[src/rtl/pipe_hazard_ctrl_pkg.sv]
// Shared pipeline definitions: hazard FSM encoding, forwarding-select codes,
// pipeline control bundle and inter-stage buffer register layouts.
package pipe_hazard_ctrl_pkg;

    localparam int unsigned XLEN           = 32;
    localparam int unsigned RF_ADDR_W      = 5;
    localparam int unsigned FWD_SEL_W      = 3;
    localparam int unsigned FWD_STAGES_MAX = 4;

    // fwd_sel value k (1..FWD_STAGES) selects post-EX stage k; 0 is the register file
    localparam logic [FWD_SEL_W-1:0] FWD_SEL_RF = 3'd0;

    typedef enum logic [2:0] {
        ST_RUN      = 3'd0,
        ST_MEM_WAIT = 3'd1,
        ST_DRAIN    = 3'd2,
        ST_HALTED   = 3'd3,
        ST_ERROR    = 3'd4
    } state_e;

    typedef struct packed {
        logic pc_stall;
        logic ifid_stall;
        logic ifid_flush;
        logic idex_bubble;
        logic pipe_freeze;
    } pipe_ctrl_t;

    typedef struct packed {
        logic            valid;
        logic [XLEN-1:0] pc;
        logic [XLEN-1:0] instr;
    } ifid_reg_t;

    typedef struct packed {
        logic                 valid;
        logic [XLEN-1:0]      pc;
        logic [RF_ADDR_W-1:0] rs1;
        logic [RF_ADDR_W-1:0] rs2;
        logic [RF_ADDR_W-1:0] rd;
        logic                 memread;
        logic                 regwrite;
    } idex_reg_t;

    // Full-pipeline hold: nothing advances, nothing is squashed
    function automatic pipe_ctrl_t freeze_ctrl();
        pipe_ctrl_t c;
        c             = '0;
        c.pc_stall    = 1'b1;
        c.ifid_stall  = 1'b1;
        c.pipe_freeze = 1'b1;
        return c;
    endfunction

endpackage

[src/rtl/fwd_select.sv]
// Forwarding source select for one EX operand: nearest writing stage whose
// destination matches the (non-zero) source register wins.
module fwd_select
    import pipe_hazard_ctrl_pkg::*;
#(
    parameter int unsigned REG_ADDRESS_WIDTH = 5,
    parameter int unsigned FWD_STAGES        = 2
) (
    input  logic [REG_ADDRESS_WIDTH-1:0]            src_i,
    input  logic [FWD_STAGES*REG_ADDRESS_WIDTH-1:0] stg_rd_i,
    input  logic [FWD_STAGES-1:0]                   stg_regwrite_i,
    output logic [FWD_SEL_W-1:0]                    sel_o
);

    // Scan farthest to nearest so the nearest match overwrites the others
    always_comb begin
        sel_o = FWD_SEL_RF;
        for (int i = FWD_STAGES - 1; i >= 0; i--) begin
            if (stg_regwrite_i[i] && (src_i != '0) &&
                (stg_rd_i[i*REG_ADDRESS_WIDTH +: REG_ADDRESS_WIDTH] == src_i)) begin
                sel_o = FWD_SEL_W'(i + 1);
            end
        end
    end

endmodule

[src/rtl/pipe_hazard_ctrl.sv]
// Pipeline hazard controller: operand forwarding, load-use stall, branch flush,
// memory-wait freeze with timeout, and halt drain.
module pipe_hazard_ctrl
    import pipe_hazard_ctrl_pkg::*;
#(
    parameter int unsigned REG_ADDRESS_WIDTH = 5,
    parameter int unsigned FWD_STAGES        = 2,
    parameter int unsigned MEM_TIMEOUT       = 15,
    parameter int unsigned CNT_WIDTH         = 16
) (
    input  logic                                    clk,
    input  logic                                    rst,
    input  logic [REG_ADDRESS_WIDTH-1:0]            id_rs1,
    input  logic [REG_ADDRESS_WIDTH-1:0]            id_rs2,
    input  logic                                    id_use1,
    input  logic                                    id_use2,
    input  logic [REG_ADDRESS_WIDTH-1:0]            ex_rs1,
    input  logic [REG_ADDRESS_WIDTH-1:0]            ex_rs2,
    input  logic [REG_ADDRESS_WIDTH-1:0]            ex_rd,
    input  logic                                    ex_memread,
    input  logic [FWD_STAGES*REG_ADDRESS_WIDTH-1:0] stg_rd,
    input  logic [FWD_STAGES-1:0]                   stg_regwrite,
    input  logic                                    branch_taken,
    input  logic                                    halt_ex,
    input  logic                                    mem_req,
    input  logic                                    mem_ready,
    output logic                                    pc_stall,
    output logic                                    ifid_stall,
    output logic                                    ifid_flush,
    output logic                                    idex_bubble,
    output logic                                    pipe_freeze,
    output logic [2:0]                              fwd_sel_a,
    output logic [2:0]                              fwd_sel_b,
    output logic                                    halted,
    output logic                                    mem_err,
    output logic [2:0]                              state,
    output logic [CNT_WIDTH-1:0]                    stall_cnt
);

    localparam int unsigned WAIT_W  = $clog2(MEM_TIMEOUT + 1);
    localparam int unsigned DRAIN_W = 3;

    state_e               state_q,     state_d;
    logic [WAIT_W-1:0]    wait_cnt_q,  wait_cnt_d;
    logic [DRAIN_W-1:0]   drain_cnt_q, drain_cnt_d;
    logic [CNT_WIDTH-1:0] stall_cnt_q, stall_cnt_d;
    pipe_ctrl_t           ctrl_c;
    logic                 mem_stall_c;
    logic                 load_use_c;

    fwd_select #(
        .REG_ADDRESS_WIDTH(REG_ADDRESS_WIDTH),
        .FWD_STAGES       (FWD_STAGES)
    ) u_fwd_a (
        .src_i         (ex_rs1),
        .stg_rd_i      (stg_rd),
        .stg_regwrite_i(stg_regwrite),
        .sel_o         (fwd_sel_a)
    );

    fwd_select #(
        .REG_ADDRESS_WIDTH(REG_ADDRESS_WIDTH),
        .FWD_STAGES       (FWD_STAGES)
    ) u_fwd_b (
        .src_i         (ex_rs2),
        .stg_rd_i      (stg_rd),
        .stg_regwrite_i(stg_regwrite),
        .sel_o         (fwd_sel_b)
    );

    assign mem_stall_c = mem_req && !mem_ready;
    assign load_use_c  = ex_memread && (ex_rd != '0) &&
                         ((id_use1 && (id_rs1 == ex_rd)) || (id_use2 && (id_rs2 == ex_rd)));

    // Next state, counters and control outputs; priority freeze > branch > halt > load-use
    always_comb begin
        state_d     = state_q;
        wait_cnt_d  = wait_cnt_q;
        drain_cnt_d = drain_cnt_q;
        stall_cnt_d = stall_cnt_q;
        ctrl_c      = '0;

        case (state_q)
            ST_RUN: begin
                if (mem_stall_c) begin
                    ctrl_c     = freeze_ctrl();
                    state_d    = ST_MEM_WAIT;
                    wait_cnt_d = '0;
                end else if (branch_taken) begin
                    ctrl_c.ifid_flush  = 1'b1;
                    ctrl_c.idex_bubble = 1'b1;
                end else if (halt_ex) begin
                    state_d     = ST_DRAIN;
                    drain_cnt_d = DRAIN_W'(FWD_STAGES);
                end else if (load_use_c) begin
                    ctrl_c.pc_stall    = 1'b1;
                    ctrl_c.ifid_stall  = 1'b1;
                    ctrl_c.idex_bubble = 1'b1;
                end
            end
            ST_MEM_WAIT: begin
                if (mem_ready) begin
                    state_d    = ST_RUN;
                    wait_cnt_d = '0;
                end else begin
                    ctrl_c     = freeze_ctrl();
                    wait_cnt_d = wait_cnt_q + WAIT_W'(1);
                    if (wait_cnt_q == WAIT_W'(MEM_TIMEOUT - 1)) begin
                        state_d    = ST_ERROR;
                        wait_cnt_d = '0;
                    end
                end
            end
            ST_DRAIN: begin
                if (mem_stall_c) begin
                    ctrl_c = freeze_ctrl();
                end else begin
                    ctrl_c.pc_stall    = 1'b1;
                    ctrl_c.ifid_flush  = 1'b1;
                    ctrl_c.idex_bubble = 1'b1;
                    if (drain_cnt_q <= DRAIN_W'(1)) begin
                        state_d     = ST_HALTED;
                        drain_cnt_d = '0;
                    end else begin
                        drain_cnt_d = drain_cnt_q - DRAIN_W'(1);
                    end
                end
            end
            ST_HALTED, ST_ERROR: begin
                ctrl_c = freeze_ctrl();
            end
            default: begin
                state_d = ST_RUN;
            end
        endcase

        // Only stalls seen while the pipe is live are counted
        if (ctrl_c.pc_stall && ((state_q == ST_RUN) || (state_q == ST_MEM_WAIT)) &&
            (stall_cnt_q != '1)) begin
            stall_cnt_d = stall_cnt_q + CNT_WIDTH'(1);
        end
    end

    always_ff @(posedge clk or negedge rst) begin
        if (!rst) begin
            state_q     <= ST_RUN;
            wait_cnt_q  <= '0;
            drain_cnt_q <= '0;
            stall_cnt_q <= '0;
        end else begin
            state_q     <= state_d;
            wait_cnt_q  <= wait_cnt_d;
            drain_cnt_q <= drain_cnt_d;
            stall_cnt_q <= stall_cnt_d;
        end
    end

    assign pc_stall    = ctrl_c.pc_stall;
    assign ifid_stall  = ctrl_c.ifid_stall;
    assign ifid_flush  = ctrl_c.ifid_flush;
    assign idex_bubble = ctrl_c.idex_bubble;
    assign pipe_freeze = ctrl_c.pipe_freeze;
    assign halted      = (state_q == ST_HALTED);
    assign mem_err     = (state_q == ST_ERROR);
    assign state       = state_q;
    assign stall_cnt   = stall_cnt_q;

endmodule

[config.mk]
export PLATFORM = sky130hd
export DESIGN_NAME = pipe_hazard_ctrl
export DESIGN_NICKNAME = d
export VERILOG_FILES = /design/src/rtl/pipe_hazard_ctrl_pkg.sv /design/src/rtl/fwd_select.sv /design/src/rtl/pipe_hazard_ctrl.sv
export SDC_FILE = /design/constraint.sdc
export NUM_CORES = 1
export LEC_CHECK = 0
export ABC_CLOCK_PERIOD_IN_PS = 2000
export BUFFER_PORTS_ARGS = -buffer_cell sky130_fd_sc_hd__buf_2
export CORE_UTILIZATION = 48
export CTS_CLUSTER_DIAMETER = 50
export CTS_CLUSTER_SIZE = 30
export DETAILED_ROUTE_END_ITERATION = 10
export PLACE_DENSITY_LB_ADDON = 0.15
export SYNTH_ARGS = -nofsm -noshare
export SYNTH_HDL_FRONTEND = slang
export SYNTH_SLANG_ARGS = --single-unit
[constraint.sdc]
create_clock -name clk -period 2 [get_ports clk]
set_input_delay 0.2 -clock clk [delete_from_list [all_inputs] [get_ports clk]]
set_output_delay 0.2 -clock clk [all_outputs]
set_load 0.05 [all_outputs]
Yosys cells after proc, flatten, opt, wreduce, memory -nomap -nowiden
Index checks and enable logic that the tools add are counted.
Storage, ports and cells
  flip-flop bits (word level): 26
  bits of input ports: 46
  output and inout port bits: 32
Operators by class
  mux-type cells: 32
  reductions and logical operators: 28
  eq/ne operators: 21
  bitwise logic cells: 1
  $lt $le $gt $ge: 1
  $add $sub $neg: 3
Operators with widths (number)
  $eq 5x5->1: 6
  $mux 3: 10
  $pmux 5 s4: 1
  $add 16x1->16 const B: 1
  $mux 2: 8
  $mux 4: 4
  $ne 16x16->1 const B: 1
  $logic_and 1x1->1: 15
  $reduce_bool 5->1: 3
  $ne 2x2->1 const B: 6
  $pmux 3 s4: 1
  $ne 3x3->1 const B: 3
  $pmux 4 s2: 1
  $eq 3x2->1 const B: 2
  $pmux 3 s2: 1
  $reduce_and 6->1: 1
  $mux 1: 5
  $mux 5: 1
  $reduce_and 5->1: 1
  $add 4x1->4 const B: 1
  $eq 4x4->1 const B: 1
  $reduce_bool 2->1: 2
  $eq 3x1->1 const B: 1
  $eq 3x3->1 const B: 1
  8 further kinds: 9

Depth between registers and ports, before layout
Gate-level depths: netlist of run 1.
  depth in word-level cells: 11
  depth in mapped cells: 7
  depth with buffers taken out: 7

Modules after synthesis
A second synthesis of run 1 with hierarchy kept.
Unflattened totals
  cell total of the unflattened synthesis: 196
  area total of the unflattened synthesis: 1831.8 um^2
Modules (own cells, without submodules)
  pipe_hazard_ctrl: sequential area each 650.6 um^2, cells each 156, instances 1, area an instance 1531.5 um^2
  fwd_select: sequential area each 0.0 um^2, cells each 20, instances 2, area an instance 150.1 um^2

Worst setup path after synthesis of run 1
No wires, ideal clock.
  path type: reg-to-output
  start: reg state_q[0] (netlist: state[0])
  end: out ifid_stall
  path slack: -0.957 ns
  data arrival time: 2.757 ns
  buffers on the path: 1
  required time: 1.800 ns
  cell stages (with the launch flop): 7
  cells stage by stage: dfrtp_1 -> clkbuf_1 -> inv_1 -> a21oi_1 -> a21oi_1 -> o21ai_0 -> a31o_2
Between the ends
  longest elaborated chain between the ends: 3
  elaborated cells between the ends (all ways): 7
  classes of those cells: 4 x eq/ne; 1 x mux; 2 x reduce/logical
Ends and longest elaborated chain
  start, declared: line pipe_hazard_ctrl.sv:43  | state_e state_q, state_d;
  start signal, assigned: line pipe_hazard_ctrl.sv:151  | state_q <= state_d;
  $eq 3x2->1 / $eq 3x3->1 (equally long branches): line pipe_hazard_ctrl.sv:83  | case (state_q)
  $reduce_or 2->1: line pipe_hazard_ctrl.sv:83
  $pmux 5 s4 *: line pipe_hazard_ctrl.sv:83
  end, declared: line pipe_hazard_ctrl.sv:28  | output logic ifid_stall,
Every way passes the cells marked *; elsewhere a longest branch is shown, timed or not.

Worst setup path in the final report of run 1
  start: reg state_q[2] (netlist: state[2])
  end: out pc_stall
Between the ends
  longest elaborated chain between the ends: 3
  elaborated cells between the ends (all ways): 7
  classes of those cells: 4 x eq/ne; 1 x mux; 2 x reduce/logical
Ends and longest elaborated chain
  $eq 3x2->1 / $eq 3x3->1 (equally long branches): line pipe_hazard_ctrl.sv:83
  $reduce_or 2->1: line pipe_hazard_ctrl.sv:83
  $pmux 5 s4 *: line pipe_hazard_ctrl.sv:83
  end, declared: line pipe_hazard_ctrl.sv:27  | output logic pc_stall,
Marked as above.

==> metrics.csv, run 1 <==
stage,metric,value,unit
floorplanning,start_util,50.24,%
pwr,p_sw,1.314,mW
pwr,power_density,1058,nW/um^2
drt,drt-total-wl,4063,um
final_layout,layout_common_cells,"buf_2 (74), xnor2_1 (39), nand2_1 (19)",
drt,initialDrtViolationCount,93,
clock_network,path_clk_slew,0.09,ns
global_route,grt_max_degree,27,
floorplanning,dieArea,4083,um^2
worst_hold_path,hp-start,mem_ready,
timing,hold_viol_final,0,
synthesis,synth_ff_type,dfrtp_1,
final_layout,syn_to_final_growth,34.49,%
drt,highest_layer,met4,
timing,finClkSkew,0.0009226,ns
drt,ant_nets,0,
timing,setup_violations,0,
clock_network,cts_tree,done,
drt,wire_per_inst,11.99,um
timing,fmax,519.6,MHz
pwr,clockPowerShare,12.7,%
clock_network,cts_buffers,3,
setup_path,arrival,1.72,ns
timing,max_slew_margin,61.82,%
final_layout,drive_gt1_share,39.52,%
drt,dr_wl_met3,206,um
global_route,grt_pass1_vias,1624,
floorplanning,core_region_area,3661,um^2
placement,port_buffers,75,
synthesis,ys_async_sr_fraction,100.0,%
worst_hold_path,min_path_type,in -> reg,
clock_network,cts_max_level,1,
timing,fin_hold_ws,0.2985,ns
synthesis,synth_seq_area_share,35.37,%
pwr,peakVddDrop,0.0006887,V
clock_network,clock-sinks,26,
synthesis,ys_types,36,
drt,routed-via-count,1779,
setup_path,startpoint_type,flip-flop,
placement,placed_cells,334,
flow_run,maxCapViolCount,0,
pwr,internal_power,1.304,mW
placement,pre_cts_slack,0.05657,ns
clock_network,worstSkewPairLatency,0.26,ns
final_layout,final_common_cell,buf_2,
pwr,swShare,50.18,%
pwr,p_leak,1.118,nW
synthesis,synth-seq-cells,26,
drt,viasPerCell,5.248,
placement,place_area,2384,um^2
pwr,power_frac_seq,32.0,%
worst_hold_path,worstHoldPathCells,4,
final_layout,layout.nets,343,
pwr,comb_power_share,55.3,%
placement,routabilityCongestion,0.8658,
synthesis,netlist_area,1839,um^2
drt,wl_met2,2053,um
setup_path,cp_max_fo,8,
final_layout,fin_area,2474,um^2
global_route,grt.total_usage,20.45,%
global_route,grt_pass1_wl,6727,um
synthesis,ys_warn_count,0,
drt,drcViolationCount,0,
timing,worst_pin_slew,0.5683,ns
floorplanning,die_h,63.90,um
global_route,grt-ovfl-total,0,
setup_path,worstSetupStartpoint,state[2]$_DFFE_PN0P_,
clock_network,ctsLongestPathBuffers,2,
floorplanning,io_pins,78,
setup_path,critical_path_class,reg -> out,
pwr,power,2.618,mW
timing,slew_violations,0,
synthesis,synth_edf_count,0,
final_layout,final_cells,339,
placement,dpl.hpwl,3272,um
floorplanning,rows,22,
setup_path,crit_required,1.80,ns
synthesis,avgSynthCellArea,8.800,um^2
status,run_status,"finished, final reports clean",
drt,wl_met1,1777,um
setup_path,setup.worst_path.end_class,output pin,
global_route,antenna_found_initial,0,
clock_network,post_cts_buffers,0,
clock_network,cts_root_buf,clkbuf_8,
setup_path,r2r_cells,6,
timing,min_period_over_period,96.22,%
synthesis,syn_inst,209,
drt,drt_pass1_iterations,4,
setup_path,r2r_start,stall_cnt[8]$_DFFE_PN0P_,
floorplanning,die_x,63.90,um
timing,fin_ws,0.07560,ns
timing,final.min_clock_period,1.924,ns
final_layout,antennaDiodeCount,0,
-- flip-flops by register name, indices dropped and copies added, names as in the netlist --
signal	count
drain_cnt_q	3
stall_cnt	16
state	3
wait_cnt_q	4
-- what timing repair did --
action,4_1_cts,5_1_grt
endpoints found under the setup margin,1,1
gates resized for setup,2,4
endpoints found under the hold margin,26,0
hold buffers,1,0
-- cells in the mapped netlist, types with 2 or more instances --
cell | n | area [um^2]
o21ai_0 | 13 | 65.06
dfrtp_1 | 26 | 650.6
o21bai_1 | 2 | 15.01
nand3_1 | 11 | 55.05
nor3_1 | 6 | 30.03
xor2_1 | 5 | 43.79
nor4_1 | 5 | 31.28
nor3b_1 | 2 | 15.01
clkbuf_1 | 2 | 7.510
nand2b_1 | 4 | 25.02
nand4_1 | 13 | 81.33
inv_1 | 10 | 37.54
xnor2_1 | 39 | 341.6
nor2_1 | 14 | 52.55
and4_1 | 2 | 17.52
ha_1 | 5 | 62.56
nand2_1 | 19 | 71.32
a21oi_1 | 6 | 30.03
a211oi_1 | 2 | 15.01
nand3b_1 | 2 | 15.01
or4_1 | 3 | 22.52
and3_1 | 2 | 12.51
buf_4 | 2 | 15.01
a31o_2 | 2 | 17.52
-- worst max-delay path, cell delays in order (launching register included) --
cell and delay [ns]:
dfrtp_2 0.52, nor3_4 0.27, o21a_1 0.17, a31o_4 0.12, nor2_2 0.05, o21ai_4 0.13, buf_4 0.20
-- per-layer routing --
layer / up-vias / track usage, %
met5: - / 0
met4: 0 / 4.261
met3: 4 / 2.679
met2: 59 / 37.90
met1: 821 / 24.92
li1: 895 / -
-- final timing paths --
path	endpoint	slack, ns
max in group asynchronous	stall_cnt[5]$_DFFE_PN0P_	1.14
max reg2reg	stall_cnt[9]$_DFFE_PN0P_	0.13
min reg2reg	stall_cnt[5]$_DFFE_PN0P_	0.48
min	wait_cnt_q[2]$_DFFE_PN0P_	0.30
max	pc_stall	0.08
min in group asynchronous	wait_cnt_q[0]$_DFFE_PN0P_	0.46
-- kinds of logic (layout without fill, tap and decap cells) --
group | count (synthesis) | count (layout) | share of synthesized area, %
buffers and inverters | 15 | 96 | 3.537
AO/OA/AOI/OAI | 30 | 30 | 10.41
flip-flops | 26 | 26 | 35.37
other | 1 | 2 | 0.2039
multiplexers | 2 | 2 | 1.428
AND/OR/NAND/NOR | 86 | 86 | 24.69
XOR/XNOR | 44 | 44 | 20.95
adder cells (fa/ha/maj) | 5 | 5 | 3.401
-- through the flow --
stage          util, %  TNS (ns)
2_1_floorplan        -   -0.1375
3_3_place_gp     65.11         0
3_5_place_dp     65.11         0
4_1_cts          67.09         0
5_1_grt          67.57  -0.01042
6_report         67.57         0
-- power by group through the flow --
stage	registers (mW)	logic (mW)	clock network (mW)
floorplan	1.01	0.875	0
global placement	0.828	1.40	0
detailed placement	0.829	1.42	0
CTS	0.818	1.44	0.345
global route	0.861	1.56	0.366
finish	0.838	1.45	0.333
-- layout make-up --
type                    count  area, um^2
repair buffers             82       432.9
clock buffers               4       55.05
multi-input cells         169        1224
flip-flops and latches     26       664.4
well taps                  48       60.06
fillers                   300        1187
inverters                  10       37.54
Note: power is estimated with default switching activity, not from simulation.
==> run 2: changes to the inputs <==
--- a/config.mk
+++ b/config.mk
@@ -7,6 +7,7 @@
 export LEC_CHECK = 0
 export ABC_CLOCK_PERIOD_IN_PS = 2000
 export BUFFER_PORTS_ARGS = -buffer_cell sky130_fd_sc_hd__buf_2
+export CORE_ASPECT_RATIO = 0.8
 export CORE_UTILIZATION = 48
 export CTS_CLUSTER_DIAMETER = 50
 export CTS_CLUSTER_SIZE = 30
==> run 2 against run 1 <==
Power rose by 4.9%. Via count fell by 2.9%. Clock power rose by 29%. Routed wire length rose by 1.9%. Global-route usage rose by 0.39 points. The flow now finishes with violations (design-rule violations). Largest cell class unchanged. Utilization rose by 3.0 points. Highest routed layer unchanged. Clock skew rose by 0.0071 ns.
==> metrics.csv, run 2 (synthesis results as in run 1) <==
stage,metric,value,unit
status,run_status,"finished, violations left",
status,violations,design-rule violations,
placement,dpl.hpwl,3398,um
setup_path,crit_required,1.80,ns
timing,finClkSkew,0.008047,ns
global_route,grt.total_usage,20.83,%
timing,setup_violations,0,
clock_network,cts_max_level,1,
final_layout,layout.nets,345,
drt,drt_pass1_iterations,7,
floorplanning,dieArea,4085,um^2
timing,min_period_over_period,94.66,%
clock_network,cts_buffers,3,
placement,port_buffers,75,
timing,worst_pin_slew,0.7310,ns
floorplanning,start_util,51.93,%
floorplanning,die_x,71.21,um
clock_network,cts_tree,done,
final_layout,largest_reg_flops,16,
timing,fin_ws,0.1068,ns
drt,wire_per_inst,12.36,um
floorplanning,rows,19,
placement,pre_cts_slack,0.06353,ns
drt,routed-via-count,1728,
timing,rsz0062_at_grt,no,
floorplanning,io_pins,78,
timing,max_slew_margin,50.64,%
floorplanning,core_region_area,3542,um^2
global_route,grt_max_degree,27,
setup_path,startpoint_type,input pin,
final_layout,antennaDiodeCount,0,
clock_network,clock-sinks,26,
pwr,power_density,1099,nW/um^2
clock_network,worstSkewPairLatency,0.27,ns
setup_path,critical_path_class,in -> out,
drt,drt-total-wl,4142,um
clock_network,path_clk_slew,0.08,ns
drt,ant_nets,0,
timing,slew_violations,0,
global_route,grt_pass1_vias,1551,
pwr,p_leak,1.136,nW
placement,routabilityCongestion,0.8102,
worst_hold_path,min_path_type,in -> reg,
timing,hold_viol_final,0,
setup_path,arrival,1.69,ns
final_layout,drive_gt1_share,39.59,%
floorplanning,die_h,57.37,um
final_layout,layout_common_cells,"buf_2 (74), xnor2_1 (39), nand2_1 (19)",
setup_path,cp_slowest_cell,or4_1,
setup_path,crit_path_frequent_cell,nor2_1,
pwr,peakVddDrop,0.0006961,V
global_route,grt-ovfl-total,0,
global_route,antenna_found_initial,0,
final_layout,syn_to_final_growth,35.85,%
drt,initialDrtViolationCount,65,
setup_path,setup.worst_path.end_class,output pin,
final_layout,fillerInstances,280,
drt,drcViolationCount,1,
timing,fmax,528.2,MHz
timing,final.min_clock_period,1.893,ns
setup_path,cp_max_fo,4,
clock_network,cts_root_buf,clkbuf_8,
setup_path,slowest_delay,0.51,ns
drt,viasPerCell,5.158,
final_layout,final_common_cell,buf_2,
global_route,grt_pass1_wl,6858,um
final_layout,utilization,70.54,%
flow_run,maxCapViolCount,0,
clock_network,ctsLongestPathBuffers,2,
setup_path,worstPathCellList,buf_2 -> or4_1 -> nor2_1 -> nor3b_1 -> a31o_4 -> nor2_1 -> o21ai_4 -> buf_6,
## run 2: worst max-delay path, delay by kind of cell
| family | cells | cell delay [ns] |
|---|---|---|
| buf+inv | 2 | 0.28 |
| compound gates | 2 | 0.35 |
| simple gates | 4 | 0.86 |
## run 2: per-stage QoR
| stage | total power [mW] | setup TNS [ns] | std cells | cell area (um^2) | hold slack, ns |
|---|---|---|---|---|---|
| 2_1_floorplan | 1.885 | -0.1375 | 210 | 1931 | -0.09559 |
| 3_3_place_gp | 2.246 | 0 | 328 | 2376 | 0.2236 |
| 3_5_place_dp | 2.259 | 0 | 328 | 2376 | 0.2278 |
| 4_1_cts | 2.713 | 0 | 333 | 2465 | 0.2767 |
| 5_1_grt | 2.917 | 0 | 335 | 2499 | 0.3431 |
| 6_report | 2.746 | 0 | 335 | 2499 | 0.2917 |
## run 2: report_power, final
group | internal [mW] | switching, mW
Combinational | 0.499 | 0.995
Clock | 0.268 | 0.160
Sequential | 0.651 | 0.173
## run 2: what timing repair did
action,in CTS,in global routing
resized for setup,2,3
buffers inserted,0,2
hold buffers,1,0
endpoints found under the hold margin,26,0
setup endpoints to repair,1,1
gates cloned,0,0
## run 2: final timing paths
| path | cells after the start | slack, ns | start | end |
|---|---|---|---|---|
| max | 8 | 0.11 | ex_rd[1] | pc_stall |
| min | 4 | 0.29 | mem_ready | wait_cnt_q[2]$_DFFE_PN0P_ |
| max reg2reg | 6 | 0.12 | stall_cnt[7]$_DFFE_PN0P_ | stall_cnt[9]$_DFFE_PN0P_ |
| min reg2reg | 1 | 0.48 | stall_cnt[5]$_DFFE_PN0P_ | stall_cnt[5]$_DFFE_PN0P_ |
| max in group asynchronous | 2 | 1.14 | rst | state[2]$_DFFE_PN0P_ |
| min in group asynchronous | 2 | 0.44 | rst | drain_cnt_q[1]$_DFFE_PN0P_ |
## run 2: area by class of cell
type                            instances  area [um^2]  area share, %
Sequential cell                        26        664.4          26.59
Timing Repair Buffer                   84        451.7          18.08
Clock buffer                            3        41.29          1.652
Inverter                               10        37.54          1.502
Clock inverter                          1        30.03          1.202
Multi-Input combinational cell        169         1221          48.87
Tap cell                               42        52.55          2.103
## run 2: routing by layer
layer,global-route usage [%],vias up,share of wire [%]
li1,-,899,-
met1,30.34,782,51
met2,33.74,45,45
met4,1.714,0,0.24
met5,0,-,0
met3,3.710,2,4.0
